===== src/rtl/gbe_mdio_pkg.sv =====
// Shared types and MDIO Clause-22 constants for the PHY speed poller.
package gbe_mdio_pkg;

  typedef enum logic [1:0] {
    ST_IDLE,
    ST_RD_BMSR,
    ST_RD_SPD,
    ST_UPDATE
  } state_t;

  localparam int unsigned PREAMBLE_LEN  = 32;
  localparam logic [1:0]  MDIO_ST       = 2'b01;
  localparam logic [1:0]  MDIO_OP_RD    = 2'b10;
  localparam logic [4:0]  BMSR_ADDR     = 5'h01;
  localparam int unsigned BMSR_LINK_BIT = 2;

  // Driven portion of a read frame: preamble, ST, OP, PHYAD, REGAD.
  localparam int unsigned HDR_BITS   = PREAMBLE_LEN + 14;
  localparam int unsigned FRAME_BITS = 64;

  localparam logic [1:0] SPD_10   = 2'b00;
  localparam logic [1:0] SPD_100  = 2'b01;
  localparam logic [1:0] SPD_1000 = 2'b10;

  function automatic logic [HDR_BITS-1:0] rd_header(input logic [4:0] phyad,
                                                    input logic [4:0] regad);
    return {{PREAMBLE_LEN{1'b1}}, MDIO_ST, MDIO_OP_RD, phyad, regad};
  endfunction

endpackage


===== src/rtl/gbe_phy_speed_ctrl_if.sv =====
// MDIO pad bundle between the management master and the PHY.
interface gbe_phy_speed_ctrl_if;
  logic mdc_o;
  logic mdio_o;
  logic mdio_oe_o;
  logic mdio_i;

  modport master (output mdc_o, output mdio_o, output mdio_oe_o, input mdio_i);
  modport slave  (input mdc_o, input mdio_o, input mdio_oe_o, output mdio_i);
endinterface


===== src/rtl/gbe_mdio_rd_frame.sv =====
// One Clause-22 read frame: MDC divider, header shifter and data capture.
module gbe_mdio_rd_frame
  import gbe_mdio_pkg::*;
#(
  parameter int unsigned CLK_DIV  = 20,
  parameter logic [4:0]  PHY_ADDR = 5'd0
) (
  input  logic        clk,
  input  logic        rst,
  input  logic        start,
  input  logic [4:0]  regad,
  input  logic        mdio_in,
  output logic        mdc,
  output logic        mdio_out,
  output logic        mdio_oe,
  output logic        done,
  output logic        ta_err,
  output logic [15:0] rdata
);

  localparam int unsigned DIV_W    = (CLK_DIV > 1) ? $clog2(CLK_DIV) : 1;
  localparam logic [DIV_W-1:0] DIV_LAST = DIV_W'(CLK_DIV - 1);
  localparam logic [6:0] BIT_HDR  = 7'(HDR_BITS);
  localparam logic [6:0] BIT_TA2  = 7'(HDR_BITS + 1);
  localparam logic [6:0] BIT_DATA = 7'(HDR_BITS + 2);
  localparam logic [6:0] BIT_END  = 7'(FRAME_BITS);
  localparam logic [5:0] HDR_TOP  = 6'(HDR_BITS - 1);

  logic                active;
  logic                fall_d;
  logic                ta_bad;
  logic [DIV_W-1:0]    div_cnt;
  logic [6:0]          bit_cnt;
  logic [HDR_BITS-1:0] hdr_r;
  logic [15:0]         rx_sr;

  // MDC generation, MDIO drive one clk after MDC falls, sampling on MDC rise.
  always_ff @(posedge clk or posedge rst) begin
    if (rst) begin
      active   <= 1'b0;
      fall_d   <= 1'b0;
      ta_bad   <= 1'b0;
      div_cnt  <= '0;
      bit_cnt  <= '0;
      hdr_r    <= '0;
      rx_sr    <= '0;
      mdc      <= 1'b0;
      mdio_out <= 1'b1;
      mdio_oe  <= 1'b0;
      done     <= 1'b0;
      ta_err   <= 1'b0;
      rdata    <= '0;
    end else begin
      done   <= 1'b0;
      ta_err <= 1'b0;
      fall_d <= 1'b0;
      if (start && !active) begin
        active   <= 1'b1;
        div_cnt  <= '0;
        bit_cnt  <= '0;
        mdc      <= 1'b0;
        hdr_r    <= rd_header(PHY_ADDR, regad);
        mdio_out <= 1'b1;  // first preamble bit
        mdio_oe  <= 1'b1;
        ta_bad   <= 1'b1;
      end else if (active) begin
        if (div_cnt == DIV_LAST) begin
          div_cnt <= '0;
          mdc     <= ~mdc;
          if (!mdc) begin
            if (bit_cnt == BIT_TA2) ta_bad <= mdio_in;
            if (bit_cnt >= BIT_DATA) rx_sr <= {rx_sr[14:0], mdio_in};
          end else begin
            bit_cnt <= bit_cnt + 7'd1;
            fall_d  <= 1'b1;
          end
        end else begin
          div_cnt <= div_cnt + DIV_W'(1);
        end
        if (fall_d) begin
          if (bit_cnt == BIT_END) begin
            active   <= 1'b0;
            mdio_oe  <= 1'b0;
            mdio_out <= 1'b1;
            done     <= 1'b1;
            ta_err   <= ta_bad;
            rdata    <= rx_sr;
          end else if (bit_cnt < BIT_HDR) begin
            mdio_out <= hdr_r[HDR_TOP - bit_cnt[5:0]];
          end else begin
            mdio_oe  <= 1'b0;
            mdio_out <= 1'b1;
          end
        end
      end
    end
  end

endmodule


===== src/rtl/gbe_phy_speed_ctrl.sv =====
// Polls the PHY over MDIO for link and resolved speed; drives speed select.
module gbe_phy_speed_ctrl
  import gbe_mdio_pkg::*;
#(
  parameter int unsigned CLK_DIV     = 20,
  parameter logic [4:0]  PHY_ADDR    = 5'd0,
  parameter logic [4:0]  SPEED_REG   = 5'h11,
  parameter int unsigned SPEED_LSB   = 14,
  parameter int unsigned POLL_PERIOD = 1000000
) (
  input  logic                        clk_i,
  input  logic                        rst_i,
  input  logic                        en_i,
  gbe_phy_speed_ctrl_if.master        mdio,
  output logic                        link_o,
  output logic [1:0]                  speed_o,
  output logic                        sel_1000m_o,
  output logic                        status_valid_o,
  output logic                        speed_change_o,
  output logic                        err_o,
  output logic                        busy_o
);

  localparam int unsigned TMR_W = (POLL_PERIOD > 1) ? $clog2(POLL_PERIOD) : 1;
  localparam logic [TMR_W-1:0] TMR_RELOAD = TMR_W'(POLL_PERIOD - 1);

  state_t      state, next_state;
  logic [TMR_W-1:0] timer;
  logic        frm_start, frm_done, frm_ta_err;
  logic [4:0]  frm_regad;
  logic [15:0] frm_rdata;
  logic [1:0]  spd_code;
  logic        spd_known;
  logic        poll_go, err_set;
  logic        pend_link, pend_link_d;
  logic [1:0]  pend_speed, pend_speed_d;
  logic        unused_rdata;

  assign spd_code     = frm_rdata[SPEED_LSB +: 2];
  assign spd_known    = (spd_code == SPD_10) || (spd_code == SPD_100) || (spd_code == SPD_1000);
  assign busy_o       = (state != ST_IDLE);
  assign unused_rdata = ^frm_rdata;

  gbe_mdio_rd_frame #(
    .CLK_DIV  (CLK_DIV),
    .PHY_ADDR (PHY_ADDR)
  ) u_frame (
    .clk      (clk_i),
    .rst      (rst_i),
    .start    (frm_start),
    .regad    (frm_regad),
    .mdio_in  (mdio.mdio_i),
    .mdc      (mdio.mdc_o),
    .mdio_out (mdio.mdio_o),
    .mdio_oe  (mdio.mdio_oe_o),
    .done     (frm_done),
    .ta_err   (frm_ta_err),
    .rdata    (frm_rdata)
  );

  // State register.
  always_ff @(posedge clk_i or posedge rst_i) begin
    if (rst_i) state <= ST_IDLE;
    else       state <= next_state;
  end

  // Poll sequencing: BMSR read, then speed read only while link is up.
  always_comb begin
    next_state   = state;
    frm_start    = 1'b0;
    frm_regad    = BMSR_ADDR;
    poll_go      = 1'b0;
    err_set      = 1'b0;
    pend_link_d  = pend_link;
    pend_speed_d = pend_speed;
    case (state)
      ST_IDLE: begin
        if (en_i && timer == '0) begin
          next_state = ST_RD_BMSR;
          frm_start  = 1'b1;
          poll_go    = 1'b1;
        end
      end
      ST_RD_BMSR: begin
        frm_regad = SPEED_REG;
        if (frm_done) begin
          if (frm_ta_err) begin
            err_set    = 1'b1;
            next_state = ST_IDLE;
          end else if (!frm_rdata[BMSR_LINK_BIT]) begin
            pend_link_d  = 1'b0;
            pend_speed_d = speed_o;
            next_state   = ST_UPDATE;
          end else begin
            frm_start  = 1'b1;
            next_state = ST_RD_SPD;
          end
        end
      end
      ST_RD_SPD: begin
        if (frm_done) begin
          if (frm_ta_err) begin
            err_set    = 1'b1;
            next_state = ST_IDLE;
          end else begin
            pend_link_d  = 1'b1;
            pend_speed_d = spd_known ? spd_code : speed_o;
            next_state   = ST_UPDATE;
          end
        end
      end
      ST_UPDATE: next_state = ST_IDLE;
      default:   next_state = ST_IDLE;
    endcase
  end

  // Poll timer: reload on poll start, count down to zero and hold.
  always_ff @(posedge clk_i or posedge rst_i) begin
    if (rst_i)              timer <= '0;
    else if (poll_go)       timer <= TMR_RELOAD;
    else if (timer != '0)   timer <= timer - TMR_W'(1);
  end

  // Result of the current poll, held until UPDATE commits it.
  always_ff @(posedge clk_i or posedge rst_i) begin
    if (rst_i) begin
      pend_link  <= 1'b0;
      pend_speed <= SPD_1000;
    end else begin
      pend_link  <= pend_link_d;
      pend_speed <= pend_speed_d;
    end
  end

  // Status outputs and single-cycle change/error pulses.
  always_ff @(posedge clk_i or posedge rst_i) begin
    if (rst_i) begin
      link_o         <= 1'b0;
      speed_o        <= SPD_1000;
      sel_1000m_o    <= 1'b1;
      status_valid_o <= 1'b0;
      speed_change_o <= 1'b0;
      err_o          <= 1'b0;
    end else begin
      err_o          <= err_set;
      speed_change_o <= 1'b0;
      if (state == ST_UPDATE) begin
        link_o         <= pend_link;
        speed_o        <= pend_speed;
        sel_1000m_o    <= (pend_speed == SPD_1000);
        status_valid_o <= 1'b1;
        speed_change_o <= (pend_link != link_o) || (pend_speed != speed_o);
      end
    end
  end

endmodule


===== src/flat_wrapper.sv =====
// flat-port wrapper written by rule: the top's interface ports become plain ports
module gbe_phy_speed_ctrl_flat import gbe_mdio_pkg::*;
#(
  parameter int unsigned CLK_DIV     = 20,
  parameter logic [4:0]  PHY_ADDR    = 5'd0,
  parameter logic [4:0]  SPEED_REG   = 5'h11,
  parameter int unsigned SPEED_LSB   = 14,
  parameter int unsigned POLL_PERIOD = 1000000
)
  (clk_i, rst_i, en_i, link_o, speed_o, sel_1000m_o, status_valid_o, speed_change_o, err_o, busy_o, mdio_mdc_o, mdio_mdio_o, mdio_mdio_oe_o, mdio_mdio_i);
  gbe_phy_speed_ctrl_if mdio_i ();
  input  logic clk_i;
  input  logic rst_i;
  input  logic en_i;
  output logic link_o;
  output logic [1:0] speed_o;
  output logic sel_1000m_o;
  output logic status_valid_o;
  output logic speed_change_o;
  output logic err_o;
  output logic busy_o;
  output wire logic [$bits(mdio_i.mdc_o)-1:0] mdio_mdc_o;
  output wire logic [$bits(mdio_i.mdio_o)-1:0] mdio_mdio_o;
  output wire logic [$bits(mdio_i.mdio_oe_o)-1:0] mdio_mdio_oe_o;
  input wire logic [$bits(mdio_i.mdio_i)-1:0] mdio_mdio_i;
  assign mdio_mdc_o = mdio_i.mdc_o;
  assign mdio_mdio_o = mdio_i.mdio_o;
  assign mdio_mdio_oe_o = mdio_i.mdio_oe_o;
  assign mdio_i.mdio_i = mdio_mdio_i;
  gbe_phy_speed_ctrl #(.CLK_DIV(CLK_DIV), .PHY_ADDR(PHY_ADDR), .SPEED_REG(SPEED_REG), .SPEED_LSB(SPEED_LSB), .POLL_PERIOD(POLL_PERIOD)) u_core (.clk_i(clk_i), .rst_i(rst_i), .en_i(en_i), .mdio(mdio_i), .link_o(link_o), .speed_o(speed_o), .sel_1000m_o(sel_1000m_o), .status_valid_o(status_valid_o), .speed_change_o(speed_change_o), .err_o(err_o), .busy_o(busy_o));
endmodule

===== config.mk =====
export PLATFORM = sky130hd
export DESIGN_NAME = gbe_phy_speed_ctrl_flat
export DESIGN_NICKNAME = d
export VERILOG_FILES = /design/src/rtl/gbe_mdio_pkg.sv /design/src/rtl/gbe_phy_speed_ctrl_if.sv /design/src/rtl/gbe_mdio_rd_frame.sv /design/src/rtl/gbe_phy_speed_ctrl.sv /design/src/flat_wrapper.sv
export SDC_FILE = /design/constraint.sdc
export NUM_CORES = 1
export LEC_CHECK = 0
export BUFFER_PORTS_ARGS = -buffer_cell sky130_fd_sc_hd__buf_2
export CORE_UTILIZATION = 50
export CTS_BUF_LIST = sky130_fd_sc_hd__clkbuf_8
export CTS_CLUSTER_SIZE = 14
export DETAILED_ROUTE_END_ITERATION = 8
export PLACE_DENSITY = 0.67
export SYNTH_ARGS = -nofsm -noshare
export SYNTH_HDL_FRONTEND = slang
export SYNTH_SLANG_ARGS = --single-unit

===== constraint.sdc =====
create_clock -name clk_i -period 2.77 [get_ports clk_i]
set_input_delay 0.6925 -clock clk_i [delete_from_list [all_inputs] [get_ports clk_i]]
set_output_delay 0.6925 -clock clk_i [all_outputs]
set_load 0.05 [all_outputs]

==> run summary, run 1 <==
WL per Instance: 13.93 µm
Post-DRT Antenna Nets: 0
Synthesized instance count: 338
Final nets: 371
Synth Area in Compound Gates: 0.1201
Post-synthesis mux area share: 0.08965
Maximum VDD drop: 0.0002170 V
CTS Root Cell: clkbuf_8
CTS tree: built
Skew final: 0.006585 ns
Worst Tran Pin Value: 0.5644 ns
XOR/XNOR Fraction of Synth Area: 0.04263
YS warnings: 0
Total Neg Setup Slack: 0 ns
Sequential power share: 0.576
Final setup viols: 0
Synthesized flop and latch total: 73
Global-route wire length before repair: 11130 µm
Clock sinks: 73
Area leader, netlist: dfrtp_1
Rows: 30
Classification of the worst setup path: reg -> reg
RSZ-0062 raised after global routing: no
Ys flop type: dfrtp_1
Commonest cells post-synth: dfrtp_1, mux2_2, nand2_1
Clock-pin slew on the worst setup and hold paths: 0.08 ns
Sequential area share after synthesis: 0.4953
Reg2reg end: u_core.pend_speed[0]
Core ar.: 6982 µm²
Antenna fix cells: 0
Post-CTS setup buffers: 0
Antenna violations before repair: 0
EDFF count, synth: 0
Max-slew violation count: 0
I/O Buffers: 14
Rel. slew slack: 0.6209
Area share of the largest cell type after synthesis: 0.4668
Post-layout instance area: 4056 µm²
Post-Synth Adder-Cell Area: 0.03721
Comb power frac: 0.014
Clock power share: 0.410
Initial core utilization: 0.5297
Critical Path RT: 3.01 ns
R2R Path Start: u_core.state[0]
Leak Pwr: 0.001766 µW
CP startpoint kind: flip-flop
H-tree depth: 3
Minimum clock period: 2.159 ns
Power per Cell Area: 455.8 nW/µm²
Dpl cell area: 3876 µm²
Resized cells post-CTS: 0
GP Congestion: 0.7817
HPWL after detailed placement: 4369 µm
CP max FO: 7
Type of destination of the critical path: flip-flop
R2R depth: 6
Period utilization: 0.7796
Largest family of logic cells by synthesized area: simple AND/OR/NAND/NOR gates
Switching Fraction: 0.2318
Width of the die: 88.01 µm
P_sw: 428.6 µW
Status: complete, no violations
Distinct cell type count after synthesis: 58
CTS Buffer Depth: 2
Initial DRC count: 82
Share of cells above drive strength 1: 0.2299
Vias: 2493
F_max: 0.4631 GHz
Drt total wl: 6365 µm
Setup crit start: u_core.state[0]
Synthesis-to-finish area growth: 9.675%
Gr usage total: 0.1879
CTS buffer count: 9
Avg Inst Size Synth: 10.94 µm²
IO Pins: 15
Clk_lat worst skew: 0.35 ns
Ys async rst share: 1.000
Die area: 7745 µm²
Maxcap violations: 0
Synth Area in Simple Gates: 0.1861
GR Overflow Total: 0
Largest net degree at the start of global routing: 74
Final-report hold violation count: 0
Syn_nets: 353
Synth area leaders: dfrtp_1, mux2_2, ha_1, a21oi_1, dfstp_2
Flop-to-flop setup slack: 0.61 ns
CTS Hold Bufs: 0
Synthesized area: 3699 µm²
Critical path endpoint: u_core.pend_speed[0]
Internal power: 1420 µW
Vias in the first global route: 2403
DRC: 0
Top-count cell post-synth: dfrtp_1
Crit path arrival time: 2.40 ns
Fillers: 613
Die height: 88.01 µm
Hold WC Path Type: in -> async
Drt pass-1 iters: 4
Vias/cell: 5.455
-- power by group through the flow --
stage,Combinational [µW],Clock [µW],Sequential [µW]
detailed placement,28.4,0,1090
global route,31.2,822,1060
CTS,28.4,788,1060
global placement,28.2,0,1090
finish,26.3,757,1070
floorplan,15.8,0,1090
-- sequential cells by signal (all words and copies together) (netlist names), 3 cells and up --
name / count
u_core.u_frame.rdata: 3
u_core.u_frame.bit_cnt: 7
u_core.u_frame.rx_sr: 16
u_core.u_frame.div_cnt: 5
u_core.timer: 20
-- cell type report --
| cell class | count | area (µm²) | share of cell area |
|---|---|---|---|
| timing repair buffer | 17 | 105.1 | 0.02591 |
| multi-input combinational | 239 | 1759 | 0.4337 |
| clock inverter | 6 | 42.54 | 0.01049 |
| clock buffer | 10 | 137.6 | 0.03393 |
| inverter | 16 | 60.06 | 0.01481 |
| sequential | 73 | 1832 | 0.4516 |
| tap | 96 | 120.1 | 0.02961 |
-- worst min path at each step --
stage                     slack (ns)                       end                   from  cells after the start
after floorplan                 0.44           u_core.timer[6]        u_core.timer[6]                      1
after global placement          0.44     u_core.status_valid_o  u_core.status_valid_o                      1
after detailed placement        0.45     u_core.status_valid_o  u_core.status_valid_o                      1
after CTS                       0.42  u_core.u_frame.rx_sr[13]                  rst_i                      3
after global routing            0.43  u_core.u_frame.rx_sr[13]                  rst_i                      3
final                           0.40  u_core.u_frame.rx_sr[14]                  rst_i                      3
-- cells by family after synthesis --
| group | count (synthesis) |
|---|---|
| flops | 73 |
| compound gates | 66 |
| mux | 30 |
| buf+inv | 26 |
| fa+ha+maj | 11 |
| xor+xnor | 18 |
| simple gates | 114 |
-- cells in the final DEF (no fill, tap or decap), types with 5 or more instances in the layout --
cell	synthesis	routed
a21o_1	5	5
a21oi_1	22	22
buf_2	2	14
clkbuf_8	0	10
dfrtp_1	69	69
ha_1	11	11
inv_1	16	15
mux2_2	24	24
mux2i_1	5	5
nand2_1	23	23
nand3_1	10	10
nor2_1	19	19
nor3_1	14	14
nor3b_1	5	5
o21ai_0	12	12
xnor2_1	6	6
xor2_1	12	12
-- worst max-delay path: stages (launching register included) --
cell and delay [ns]:
dfrtp_1 0.43, inv_1 0.10, ha_1 0.29, nor2_1 0.10, or3b_2 0.47, a21oi_1 0.29, mux2_2 0.37
-- stage by stage --
| stage | util | worst slack (ns) | hold WS (ns) | instances | power (µW) |
|---|---|---|---|---|---|
| floorplan | - | 0.2308 | 0.4426 | 338 | 1102 |
| global placement | 0.5552 | 0.6559 | 0.4445 | 441 | 1114 |
| detailed placement | 0.5552 | 0.6368 | 0.4481 | 441 | 1114 |
| CTS | 0.5810 | 0.6027 | 0.4167 | 457 | 1882 |
| global route | 0.5810 | 0.4164 | 0.4330 | 457 | 1919 |
| finish | 0.5810 | 0.6105 | 0.4007 | 457 | 1849 |
-- routing by layer --
metal,share of wire,GRT usage,up-vias
met5,0,0,-
met4,0.016,0.06706,0
met3,0.025,0.04524,11
met2,0.48,0.3044,24
met1,0.48,0.2462,1218
li1,-,-,1240
No activity file was read; power rests on OpenSTA's default activity.
==> run 2, diff against run 1 <==
--- a/config.mk
+++ b/config.mk
@@ -5,12 +5,13 @@
 export SDC_FILE = /design/constraint.sdc
 export NUM_CORES = 1
 export LEC_CHECK = 0
+export ABC_AREA = 1
 export BUFFER_PORTS_ARGS = -buffer_cell sky130_fd_sc_hd__buf_2
 export CORE_UTILIZATION = 50
 export CTS_BUF_LIST = sky130_fd_sc_hd__clkbuf_8
 export CTS_CLUSTER_SIZE = 14
 export DETAILED_ROUTE_END_ITERATION = 8
-export PLACE_DENSITY = 0.67
+export PLACE_DENSITY = 0.69
 export SYNTH_ARGS = -nofsm -noshare
 export SYNTH_HDL_FRONTEND = slang
 export SYNTH_SLANG_ARGS = --single-unit
==> constraint.sdc (replaced) <==
create_clock -name clk_i -period 1.76 [get_ports clk_i]
set_input_delay 0.44 -clock clk_i [delete_from_list [all_inputs] [get_ports clk_i]]
set_output_delay 0.44 -clock clk_i [all_outputs]
set_load 0.05 [all_outputs]
==> run summary, run 2 <==
Switching Fraction: 0.2084 (-0.02340)
Distinct cell type count after synthesis: 39 (-33%)
Largest register FFs: 20 (unchanged)
Classification of the worst setup path: reg -> reg
Critical Path RT: 2.03 ns (-0.98 ns)
Synth area leaders: dfrtp_1, nand2_1, inv_1, nor2_1, o21ai_0
Period utilization: 0.9884 (+0.2088)
DRC: 0 (unchanged)
Synthesis-to-finish area growth: 21.97%
Share of cells above drive strength 1: 0.2409 (+0.01100)
Comb power frac: 0.014 (about the same)
Dpl cell area: 4151 µm² (+7.1%)
I/O Buffers: 14 (unchanged)
Largest net degree at the start of global routing: 40 (-46%)
Clock sinks: 73 (unchanged)
IO Pins: 15 (unchanged)
Synthesized area: 3810 µm² (+3.0%)
Initial core utilization: 0.5225 (-0.007271)
Vias/cell: 5.005 (-8.3%)
GP Congestion: 0.8612 (+10%)
Clk_lat worst skew: 0.34 ns (about the same)
Synthesized flop and latch total: 73 (unchanged)
Sequential area share after synthesis: 0.4808 (-0.01448)
Clock power share: 0.470 (+0.060)
Post-layout instance area: 4647 µm² (+15%)
Most common library cell in the layout ignoring fill and taps: nand2_1
Gr usage total: 0.2139 (+0.02597)
Top-count cell post-synth: nand2_1
Rows: 31 (+3.3%)
Worst Tran Pin Value: 0.4452 ns (-0.1192 ns)
EDFF count, synth: 0 (unchanged)
Fillers: 649 (+5.9%)
Drt total wl: 8222 µm (+29%)
Clock-pin slew on the worst setup and hold paths: 0.08 ns (about the same)
Die height: 89.29 µm (+1.5%)
Crit path arrival time: 2.01 ns (-0.39 ns)
Core ar.: 7292 µm² (+4.4%)
Sequential power share: 0.516 (-0.060)
Ys async rst share: 1.000 (unchanged)
CP max FO: 16 (+9)
Hold WC Path Type: in -> async
YS warnings: 0 (unchanged)
Total Power: 3249 µW (+76%)
P_sw: 677.1 µW (+58%)
Avg Inst Size Synth: 8.211 µm² (-25%)
Vias: 3113 (+25%)
WL per Instance: 13.22 µm (-5.1%)
Post-DRT Antenna Nets: 0 (unchanged)
Final setup viols: 0 (unchanged)
CP startpoint kind: flip-flop
Met3 usage: 0.03601 (-0.009229)
Initial DRC count: 127 (+55%)
Final-report hold violation count: 0 (unchanged)
Width of the die: 89.29 µm (+1.5%)
Internal power: 2571 µW (+81%)
F_max: 0.5749 GHz (+24%)
Antenna fix cells: 0 (unchanged)
Drt pass-1 iters: 4 (unchanged)
Biggest register: u_core.timer
Leak Pwr: 0.002280 µW (+29%)
Antenna violations before repair: 0 (unchanged)
Rel. slew slack: 0.7026 (+0.08169)
Skew final: 0.009059 ns (+0.002474 ns)
Die area: 7973 µm² (+2.9%)
Final nets: 533 (+44%)
Minimum clock period: 1.740 ns (-0.4199 ns)
Type of destination of the critical path: flip-flop
Synthesized instance count: 464 (+37%)
Area leader, netlist: dfrtp_1
Maximum VDD drop: 0.0004341 V (+100%)
CTS tree: built
Global-route wire length before repair: 12770 µm (+15%)
Syn_nets: 479 (+36%)
HPWL after detailed placement: 5647 µm (+29%)
Power per Cell Area: 699.1 nW/µm² (+53%)
GR Layer Usage met1: 0.2640 (+0.01779)
Ys flop type: dfrtp_1
Area share of the largest cell type after synthesis: 0.4532 (-0.01365)
Maxcap violations: 0 (unchanged)
H-tree depth: 3 (unchanged)
Top Usage Layer GRT: met2
RSZ-0062 raised after global routing: yes
Vias in the first global route: 2856 (+19%)
CTS Buffer Depth: 2 (unchanged)
WHS: 0.09933 ns (-0.3014 ns)
Largest regs: u_core.timer: 20 flops, u_core.u_frame.rx_sr: 16 flops, u_core.u_frame.bit_cnt: 7 flops
Most frequent cells in the layout: nand2_1, dfrtp_1, inv_1
GR Overflow Total: 0 (unchanged)
CTS Root Cell: clkbuf_8
CTS buffer count: 9 (unchanged)
Status: complete, no violations
CTS Hold Bufs: 0 (unchanged)
Commonest cells post-synth: nand2_1, dfrtp_1, inv_1
Max-slew violation count: 0 (unchanged)
Flop-to-flop setup slack: 0.02 ns (-0.59 ns)
Grt met2 use: 0.3629 (+0.05850)
-- run 2: cell types whose count changed in the layout (fill, tap and decap cells not counted), sizes merged, moves of 8 or more --
cell / change
nor2: +47
nor3: -11
nand4: +8
nand3: +19
mux2: -25
buf: +29
o21ai: +20
nand2: +81
inv: +51
-- run 2: power by group through the flow --
stage               Sequential, µW  Combinational [µW]  Clock [µW]
floorplan                     1710                25.5           0
global placement              1710                47.2           0
detailed placement            1710                48.5           0
CTS                           1680                48.6        1560
global route                  1680                54.4        1640
finish                        1680                45.9        1530
-- run 2: cells by family (layout without fill, tap and decap cells) --
family / after synthesis / count (layout) / synth area share
buf+inv: 73 / 131 / 0.07717
flops: 73 / 73 / 0.4808
simple gates: 223 / 224 / 0.2617
fa+ha+maj: 11 / 11 / 0.03612
compound gates: 66 / 66 / 0.1028
xor+xnor: 18 / 18 / 0.04138
-- run 2: per-layer routing --
metal  vias to the layer above  part of all wire  wire (µm)
met5                         -                 0          0
met4                         0             0.022        177
met3                        15             0.027        225
met2                        41              0.50       4137
met1                      1466              0.45       3681
li1                       1591                 -          -
-- run 2: worst paths after layout --
path,end,from,cells after the start
setup reg to reg,u_core.u_frame.rx_sr[11],u_core.u_frame.div_cnt[0],10
setup / recovery,u_core.u_frame.rx_sr[11],u_core.u_frame.div_cnt[0],10
max in group asynchronous,u_core.u_frame.mdio_out,rst_i,3
min in group clk_i,u_core.u_frame.rx_sr[0],mdio_mdio_i,3
hold / removal,u_core.err_o,rst_i,2
hold reg to reg,u_core.status_valid_o,u_core.status_valid_o,1
-- run 2: critical path, cell delays in order (launching register included) --
cell     delay [ns]
dfrtp_1        0.39
ha_2           0.20
nand2_2        0.06
nor3_4         0.21
nand2_2        0.11
nor2_4         0.10
inv_2          0.05
a21oi_4        0.20
buf_12         0.17
nor2_1         0.04
a21oi_1        0.11
-- run 2: cell type report --
type,instances,area (µm²),area share
clock buffer,11,151.4,0.03258
timing repair buffer,47,374.1,0.08051
multi-input combinational,319,1821,0.3918
tap,99,123.9,0.02666
clock inverter,5,85.08,0.01831
sequential,73,1833,0.3945
inverter,68,259.0,0.05573
-- run 2: stage by stage --
stage | setup TNS (ns) | setup WS [ns] | util | instances
finish | 0 | 0.02044 | 0.6373 | 622
global route | -1.434 | -0.08896 | 0.6373 | 622
detailed placement | 0 | 0.03868 | 0.5693 | 593
CTS | 0 | 0.004350 | 0.6054 | 610
floorplan | 0 | 0.1429 | - | 464
global placement | 0 | 0.1058 | 0.5693 | 593
-- run 2: what timing repair did --
item                       in CTS  in global routing
resized for setup               4                 40
setup endpoints to repair       1                 52
pin swaps                       0                  8
cloned                          0                  3
setup buffers                   1                  9
